`src/rtl/fare_pkg.sv`:
```
// Shared types and defaults for the fare ledger: FSM states, account record, fare rule.
package fare_pkg;

  localparam logic [11:0] FARE_DEFAULT    = 12'd250;
  localparam int          TIMEOUT_DEFAULT = 8;
  localparam int          NACC_DEFAULT    = 16;

  typedef enum logic [2:0] {
    IDLE,
    LOOKUP,
    PRESENT,
    WAIT,
    DEBIT
  } fare_state_t;

  typedef struct packed {
    logic        active;
    logic        monthly;
    logic [11:0] bal;
  } acct_t;

  // An account can pay a ride when it is active and holds at least one fare.
  // Equality counts as enough; the compare is plain unsigned 12-bit.
  function automatic logic can_pay(input acct_t a, input logic [11:0] fare);
    return a.active && (a.bal >= fare);
  endfunction

endpackage

```
`src/rtl/fare_ledger_if.sv`:
```
// Bundle of the reader, gate and admin signals around the fare ledger.
// The master side is the outside world (reader, gate FSM, admin console);
// the slave side is the ledger itself.
interface fare_ledger_if;

  logic        tap_valid;
  logic [3:0]  tap_id;
  logic        reduce_bal;
  logic        adm_we;
  logic [3:0]  adm_id;
  logic        adm_active;
  logic        adm_monthly;
  logic [11:0] adm_bal;

  logic        nfc;
  logic        card_active;
  logic        monthly;
  logic        fund_enough;
  logic [11:0] bal_out;
  logic        busy;
  logic        tap_drop;
  logic        adm_err;

  modport master (
    output tap_valid, tap_id, reduce_bal,
    output adm_we, adm_id, adm_active, adm_monthly, adm_bal,
    input  nfc, card_active, monthly, fund_enough, bal_out,
    input  busy, tap_drop, adm_err
  );

  modport slave (
    input  tap_valid, tap_id, reduce_bal,
    input  adm_we, adm_id, adm_active, adm_monthly, adm_bal,
    output nfc, card_active, monthly, fund_enough, bal_out,
    output busy, tap_drop, adm_err
  );

endinterface

```
`src/rtl/fare_acct_rf.sv`:
```
// Account table: NACC records, one synchronous write port, one asynchronous read port.
// Reset wipes every record, and it wins over a write in the same cycle so an
// aborted debit never lands in the table.
module fare_acct_rf
  import fare_pkg::*;
#(
  parameter int NACC = NACC_DEFAULT,
  parameter int AW   = 4
) (
  input  logic          clk,
  input  logic          reset,
  input  logic          we,
  input  logic [AW-1:0] waddr,
  input  acct_t         wdata,
  input  logic [AW-1:0] raddr,
  output acct_t         rdata
);

  acct_t mem_q [NACC];

  // Table storage: clear on reset, otherwise commit the single write port.
  always_ff @(posedge clk) begin
    if (reset) begin
      for (int i = 0; i < NACC; i++) begin
        mem_q[i] <= '0;
      end
    end else if (we) begin
      mem_q[waddr] <= wdata;
    end
  end

  assign rdata = mem_q[raddr];

endmodule

```
`src/rtl/fare_ledger.sv`:
```
// Fare ledger: looks up a tapped card, presents its status to the gate FSM for one
// nfc pulse, then waits a bounded time for a debit request and charges one fare.
// Admin writes are only taken while idle; anything arriving mid-transaction is
// refused with a one-cycle pulse and leaves the transaction alone.
module fare_ledger
  import fare_pkg::*;
#(
  parameter logic [11:0] FARE    = FARE_DEFAULT,
  parameter int          TIMEOUT = TIMEOUT_DEFAULT,
  parameter int          NACC    = NACC_DEFAULT
) (
  input  logic          clk,
  input  logic          reset,
  fare_ledger_if.slave  bus
);

  // Last WAIT count before giving up on the gate.
  localparam logic [3:0] WAIT_LAST = 4'(TIMEOUT - 1);

  fare_state_t state_q, state_d;
  logic [3:0]  id_q, id_d;
  logic [3:0]  cnt_q, cnt_d;
  acct_t       acct_q, acct_d;

  logic        nfc_q, nfc_d;
  logic        card_active_q, card_active_d;
  logic        monthly_q, monthly_d;
  logic        fund_enough_q, fund_enough_d;
  logic [11:0] bal_out_q, bal_out_d;
  logic        busy_q, busy_d;
  logic        tap_drop_q, tap_drop_d;
  logic        adm_err_q, adm_err_d;

  logic        rf_we;
  logic [3:0]  rf_waddr;
  acct_t       rf_wdata;
  acct_t       rf_rdata;
  logic [11:0] debited_bal;

  assign debited_bal = acct_q.bal - FARE;

  fare_acct_rf #(
    .NACC (NACC),
    .AW   (4)
  ) u_acct_rf (
    .clk   (clk),
    .reset (reset),
    .we    (rf_we),
    .waddr (rf_waddr),
    .wdata (rf_wdata),
    .raddr (id_q),
    .rdata (rf_rdata)
  );

  // Next-state logic: transaction sequencing, table write port muxing and output staging.
  always_comb begin
    state_d       = state_q;
    id_d          = id_q;
    cnt_d         = cnt_q;
    acct_d        = acct_q;
    nfc_d         = 1'b0;
    card_active_d = card_active_q;
    monthly_d     = monthly_q;
    fund_enough_d = fund_enough_q;
    bal_out_d     = bal_out_q;
    tap_drop_d    = 1'b0;
    adm_err_d     = 1'b0;

    rf_we            = 1'b0;
    rf_waddr         = bus.adm_id;
    rf_wdata.active  = bus.adm_active;
    rf_wdata.monthly = bus.adm_monthly;
    rf_wdata.bal     = bus.adm_bal;

    if (state_q != IDLE) begin
      tap_drop_d = bus.tap_valid;
      adm_err_d  = bus.adm_we;
    end

    case (state_q)
      IDLE: begin
        // The admin write lands on this edge, so a same-cycle tap of the
        // same account sees the new record when LOOKUP reads the table.
        rf_we = bus.adm_we;
        if (bus.tap_valid) begin
          id_d    = bus.tap_id;
          state_d = LOOKUP;
        end
      end

      LOOKUP: begin
        acct_d        = rf_rdata;
        card_active_d = rf_rdata.active;
        monthly_d     = rf_rdata.monthly;
        fund_enough_d = can_pay(rf_rdata, FARE);
        bal_out_d     = rf_rdata.bal;
        nfc_d         = 1'b1;
        state_d       = PRESENT;
      end

      PRESENT: begin
        cnt_d   = '0;
        state_d = WAIT;
      end

      WAIT: begin
        if (bus.reduce_bal) begin
          state_d = DEBIT;
        end else if (cnt_q == WAIT_LAST) begin
          state_d       = IDLE;
          cnt_d         = '0;
          card_active_d = 1'b0;
          monthly_d     = 1'b0;
          fund_enough_d = 1'b0;
        end else begin
          cnt_d = cnt_q + 4'd1;
        end
      end

      DEBIT: begin
        // Monthly passes ride free and short balances are never charged,
        // so the subtraction can never wrap.
        if (can_pay(acct_q, FARE) && !acct_q.monthly) begin
          rf_we            = 1'b1;
          rf_waddr         = id_q;
          rf_wdata.active  = acct_q.active;
          rf_wdata.monthly = acct_q.monthly;
          rf_wdata.bal     = debited_bal;
          acct_d.bal       = debited_bal;
          bal_out_d        = debited_bal;
        end
        state_d       = IDLE;
        cnt_d         = '0;
        card_active_d = 1'b0;
        monthly_d     = 1'b0;
        fund_enough_d = 1'b0;
      end

      default: begin
        state_d = IDLE;
      end
    endcase

    busy_d = (state_d != IDLE);
  end

  // State and output registers; reset returns to IDLE with every output cleared.
  always_ff @(posedge clk) begin
    if (reset) begin
      state_q       <= IDLE;
      id_q          <= '0;
      cnt_q         <= '0;
      acct_q        <= '0;
      nfc_q         <= 1'b0;
      card_active_q <= 1'b0;
      monthly_q     <= 1'b0;
      fund_enough_q <= 1'b0;
      bal_out_q     <= '0;
      busy_q        <= 1'b0;
      tap_drop_q    <= 1'b0;
      adm_err_q     <= 1'b0;
    end else begin
      state_q       <= state_d;
      id_q          <= id_d;
      cnt_q         <= cnt_d;
      acct_q        <= acct_d;
      nfc_q         <= nfc_d;
      card_active_q <= card_active_d;
      monthly_q     <= monthly_d;
      fund_enough_q <= fund_enough_d;
      bal_out_q     <= bal_out_d;
      busy_q        <= busy_d;
      tap_drop_q    <= tap_drop_d;
      adm_err_q     <= adm_err_d;
    end
  end

  assign bus.nfc         = nfc_q;
  assign bus.card_active = card_active_q;
  assign bus.monthly     = monthly_q;
  assign bus.fund_enough = fund_enough_q;
  assign bus.bal_out     = bal_out_q;
  assign bus.busy        = busy_q;
  assign bus.tap_drop    = tap_drop_q;
  assign bus.adm_err     = adm_err_q;

endmodule

```
`src/flat_wrapper.sv`:
```
// flat-port wrapper written by rule: the top's interface ports become plain ports
module fare_ledger_flat import fare_pkg::*;
#(
  parameter logic [11:0] FARE    = FARE_DEFAULT,
  parameter int          TIMEOUT = TIMEOUT_DEFAULT,
  parameter int          NACC    = NACC_DEFAULT
)
  (clk, reset, bus_tap_valid, bus_tap_id, bus_reduce_bal, bus_adm_we, bus_adm_id, bus_adm_active, bus_adm_monthly, bus_adm_bal, bus_nfc, bus_card_active, bus_monthly, bus_fund_enough, bus_bal_out, bus_busy, bus_tap_drop, bus_adm_err);
  fare_ledger_if bus_i ();
  input  logic clk;
  input  logic reset;
  input wire logic [$bits(bus_i.tap_valid)-1:0] bus_tap_valid;
  input wire logic [$bits(bus_i.tap_id)-1:0] bus_tap_id;
  input wire logic [$bits(bus_i.reduce_bal)-1:0] bus_reduce_bal;
  input wire logic [$bits(bus_i.adm_we)-1:0] bus_adm_we;
  input wire logic [$bits(bus_i.adm_id)-1:0] bus_adm_id;
  input wire logic [$bits(bus_i.adm_active)-1:0] bus_adm_active;
  input wire logic [$bits(bus_i.adm_monthly)-1:0] bus_adm_monthly;
  input wire logic [$bits(bus_i.adm_bal)-1:0] bus_adm_bal;
  output wire logic [$bits(bus_i.nfc)-1:0] bus_nfc;
  output wire logic [$bits(bus_i.card_active)-1:0] bus_card_active;
  output wire logic [$bits(bus_i.monthly)-1:0] bus_monthly;
  output wire logic [$bits(bus_i.fund_enough)-1:0] bus_fund_enough;
  output wire logic [$bits(bus_i.bal_out)-1:0] bus_bal_out;
  output wire logic [$bits(bus_i.busy)-1:0] bus_busy;
  output wire logic [$bits(bus_i.tap_drop)-1:0] bus_tap_drop;
  output wire logic [$bits(bus_i.adm_err)-1:0] bus_adm_err;
  assign bus_i.tap_valid = bus_tap_valid;
  assign bus_i.tap_id = bus_tap_id;
  assign bus_i.reduce_bal = bus_reduce_bal;
  assign bus_i.adm_we = bus_adm_we;
  assign bus_i.adm_id = bus_adm_id;
  assign bus_i.adm_active = bus_adm_active;
  assign bus_i.adm_monthly = bus_adm_monthly;
  assign bus_i.adm_bal = bus_adm_bal;
  assign bus_nfc = bus_i.nfc;
  assign bus_card_active = bus_i.card_active;
  assign bus_monthly = bus_i.monthly;
  assign bus_fund_enough = bus_i.fund_enough;
  assign bus_bal_out = bus_i.bal_out;
  assign bus_busy = bus_i.busy;
  assign bus_tap_drop = bus_i.tap_drop;
  assign bus_adm_err = bus_i.adm_err;
  fare_ledger #(.FARE(FARE), .TIMEOUT(TIMEOUT), .NACC(NACC)) u_core (.clk(clk), .reset(reset), .bus(bus_i));
endmodule
```
`config.mk`:
```
export PLATFORM = sky130hd
export DESIGN_NAME = fare_ledger_flat
export DESIGN_NICKNAME = d
export VERILOG_FILES = /design/src/rtl/fare_pkg.sv /design/src/rtl/fare_ledger_if.sv /design/src/rtl/fare_acct_rf.sv /design/src/rtl/fare_ledger.sv /design/src/flat_wrapper.sv
export SDC_FILE = /design/constraint.sdc
export NUM_CORES = 1
export LEC_CHECK = 0
export BUFFER_PORTS_ARGS = -buffer_cell sky130_fd_sc_hd__buf_2
export CELL_PAD_IN_SITES_DETAIL_PLACEMENT = 1
export CELL_PAD_IN_SITES_GLOBAL_PLACEMENT = 2
export CORE_ASPECT_RATIO = 1.4
export CORE_MARGIN = 4
export CORE_UTILIZATION = 30
export CTS_CLUSTER_SIZE = 8
export DETAILED_ROUTE_END_ITERATION = 8
export GPL_TIMING_DRIVEN = 0
export MAX_ROUTING_LAYER = met4
export PLACE_DENSITY_LB_ADDON = 0.1
export RECOVER_POWER = 100
export REMOVE_ABC_BUFFERS = 1
export SYNTH_ARGS = -nofsm -noshare
export SYNTH_HDL_FRONTEND = slang
export SYNTH_HIERARCHICAL = 1
export SYNTH_SLANG_ARGS = --single-unit
```
`constraint.sdc`:
```
create_clock -name clk -period 6.6 [get_ports clk]
set_clock_uncertainty 0.2 [all_clocks]
set_input_delay 0 -clock clk [delete_from_list [all_inputs] [get_ports clk]]
set_output_delay 0 -clock clk [all_outputs]
set_load 0.005 [all_outputs]
```
==> impl_metrics.tcl <==
set metrics [dict create \
    power_per_cell_area_nw_per_um2 285 \
    mostFrequentLayoutCells "edfxtp_1, and2_0, and2_1, mux4_2, nand2_1" \
    rsz0062_at_grt "no" \
    slew_violations 88 \
    arrival_ns 5.83 \
    cp.required_ns 6.56 \
    cts_tree "done" \
    cp-end-kind "flop" \
    antenna_found_initial 0 \
    fmax_ghz 0.170 \
    drive_above_1_share_pct 17.9 \
    cp_slowest_stage_delay_ns 0.98 \
    clock_sinks 256 \
    postCtsSetupBuffers 0 \
    rows 86 \
    final_common_cell "edfxtp_1" \
    period_needed_ns 5.87 \
    synthCells 886 \
    setup_viol 0 \
    die-area_sq_um 43500 \
    area_growth_pct 15.0 \
    critical_path_class "flop to flop" \
    synth_xor_area_share_pct 0.800 \
    fin_nets 947 \
    synth_top_family_by_area "simple AND/OR/NAND/NOR gates" \
    ir_worst_vdd_v 0.000179 \
    worstPathCellList "and2_0 > nand4_1 > mux2_2 > or4b_1 > nor2_1 > or2_2" \
    cts.path.max_buffers 3 \
    place_ws_ns 0.924 \
    place_congestion 0.767 \
    worst-path-max-fanout 16 \
    cpMaxStageDelayCell "nand4_1" \
    initialDrtViolationCount 375 \
    htreeDepth 2 \
    status "complete, but fails checks" \
    drt-pass1-iter-count 4 \
    yosys-mux-area-fraction_pct 11.4 \
    grtUsageTotal_pct 17.1 \
    p_leak_uw 0.00473 \
    ys_ff_latch 256 \
    dp.final_hpwl_um 23700 \
    pin_count 46 \
    worst_slew_pin_slew_ns 2.71 \
    synth_simple_gate_area_share_pct 18.4 \
    yosys.area_share.adder_pct 0.208 \
    remaining_drc_errors 0 \
    post_cts_resized 0 \
    ant_nets 0 \
    synth_area_sq_um 12000 \
    cts_root_buf "clkbuf_16" \
    slew_headroom_pct -80.7 \
    yosysSeqAreaShare_pct 61.2 \
    coreArea_sq_um 39500 \
    start_kind "flop" \
    clk_latency_ns 0.52 \
    io_buffers 45 \
    synth_top_flop_cell "edfxtp_1" \
    path_clk_slew_ns 0.05 \
    async_flop_share_pct 0 \
    fillCellCount 4160 \
    drv_cap 2 \
    start_util_pct 30.5 \
    grt_pass1_wl_um 52300 \
    grt_overflow 0 \
    fin_tns_setup_ns 0 \
    die_w_um 177 \
    routed-via-count 7202 \
    viasPerCell 4.93 \
    die_h_um 245 \
    cts_hold_buf 11 \
    synth.distinct_cells 52 \
    fin_crit_sh_pct 89.0 \
    wl_per_cell_um 24.6 \
    syn_area_per_cell_sq_um 13.6 \
    synth-warning-count 6 \
    failed_checks "capacitance limit, slew limit" \
    wl_um 36000 \
    setup_slack_ns 0.726 \
    holdWs_ns 0.0426 \
    grt_max_degree 59 \
    grt_pass1_vias 7900 \
    hold_viol_final 0 \
    synth_edf_count 224 \
    synth-compound-area-share_pct 4.91 \
    hold_class "primary input to flop" \
    cts_made_buffers 37 \
]
==> state kept, by name, indices dropped and copies added (netlist names) <==
signal                  flops
u_core/acct_q               2
u_core/bus.adm_err          1
u_core/bus.fund_enough      1
u_core/bus.busy             1
u_core/bus.card_active      1
u_core/bus.tap_drop         1
u_core/bus.monthly          1
u_core/cnt_q                4
u_core/bus.nfc              1
u_core/id_q                 4
u_core/u_acct_rf/mem_q    224
u_core/state_q              3
u_core/bus.bal_out         12
==> cells in the mapped netlist (3+ instances only) <==
cell	instances	area, sq um
and2_1	229	1430
edfxtp_1	224	6730
mux4_2	56	1260
nand2_1	49	184
clkbuf_1	44	165
nor2_1	36	135
dfxtp_1	32	641
a21oi_1	28	140
a22oi_1	28	210
or2_2	17	106
buf_2	16	80.1
o21ai_0	14	70.1
buf_4	13	97.6
nor3_1	12	60.1
nand2b_1	9	56.3
xor2_1	8	70.1
mux2_2	6	67.6
o32ai_1	6	52.6
mux2i_1	4	40.0
nand3b_1	4	30.0
nor2b_1	4	25.0
nor4_1	4	25.0
a211o_1	3	26.3
inv_1	3	11.3
xnor2_1	3	26.3
==> cells by family (layout without fill, tap and decap cells) <==
family | Yosys count | count (layout)
fa+ha+maj | 2 | 2
compound gates | 89 | 89
other cells | 0 | 1
flops | 256 | 256
simple gates | 383 | 383
mux | 66 | 66
xor+xnor | 11 | 11
buf+inv | 79 | 125
==> power by group <==
part,internal [uW],leakage (uW),switching (uW)
combinational,126,0.00166,209
clock,1060,0.000500,675
sequential,1830,0.00257,40.6
==> per-layer routing <==
layer	share of wire [%]	track usage (%)	routed length, um
met1	40	20.2	14600
met3	3.5	2.19	1270
met4	2.6	4.78	944
met2	53	30.6	19200
met5	0	-	0
==> cell type report <==
class | instances | area, sq um | share of cell area, %
Clock inverter | 1 | 8.76 | 0.0633
Sequential cell | 256 | 7370 | 53.2
Antenna cell | 1 | 2.50 | 0.0181
Timing Repair Buffer | 69 | 459 | 3.32
Inverter | 3 | 11.3 | 0.0814
Tap cell | 528 | 661 | 4.77
Multi-Input combinational cell | 551 | 4300 | 31.1
Clock buffer | 52 | 1020 | 7.40
==> worst paths after layout <==
check | depth (start not counted) | end | start | slack [ns]
setup reg to reg | 6 | u_core/u_acct_rf/mem_q[3][13] | u_core/state_q[2] | 0.73
hold / removal | 3 | u_core/bus.adm_err | bus_adm_we | 0.04
setup / recovery | 6 | u_core/u_acct_rf/mem_q[3][13] | u_core/state_q[2] | 0.73
hold reg to reg | 2 | u_core/acct_q[12] | u_core/acct_q[12] | 0.26
==> per-stage QoR <==
| step | total power, uW | utilization, % | cell area [sq um] | instances |
|---|---|---|---|---|
| CTS | 4020 | 35.2 | 13900 | 1460 |
| global route | 4090 | 35.0 | 13800 | 1460 |
| detailed placement | 2240 | 32.3 | 12800 | 1396 |
| finish | 3940 | 35.1 | 13800 | 1461 |
| global placement | 2230 | 31.8 | 12600 | 1383 |
| floorplan | 2080 | - | 11700 | 810 |
==> critical path: cells and delay by family (launching register included) <==
| kind | cells | cell delay (ns) |
|---|---|---|
| flip-flops | 1 | 0.64 |
| multiplexers | 1 | 0.62 |
| AND/OR/NAND/NOR | 5 | 4.02 |
No activity file was read; power rests on OpenSTA's default activity.
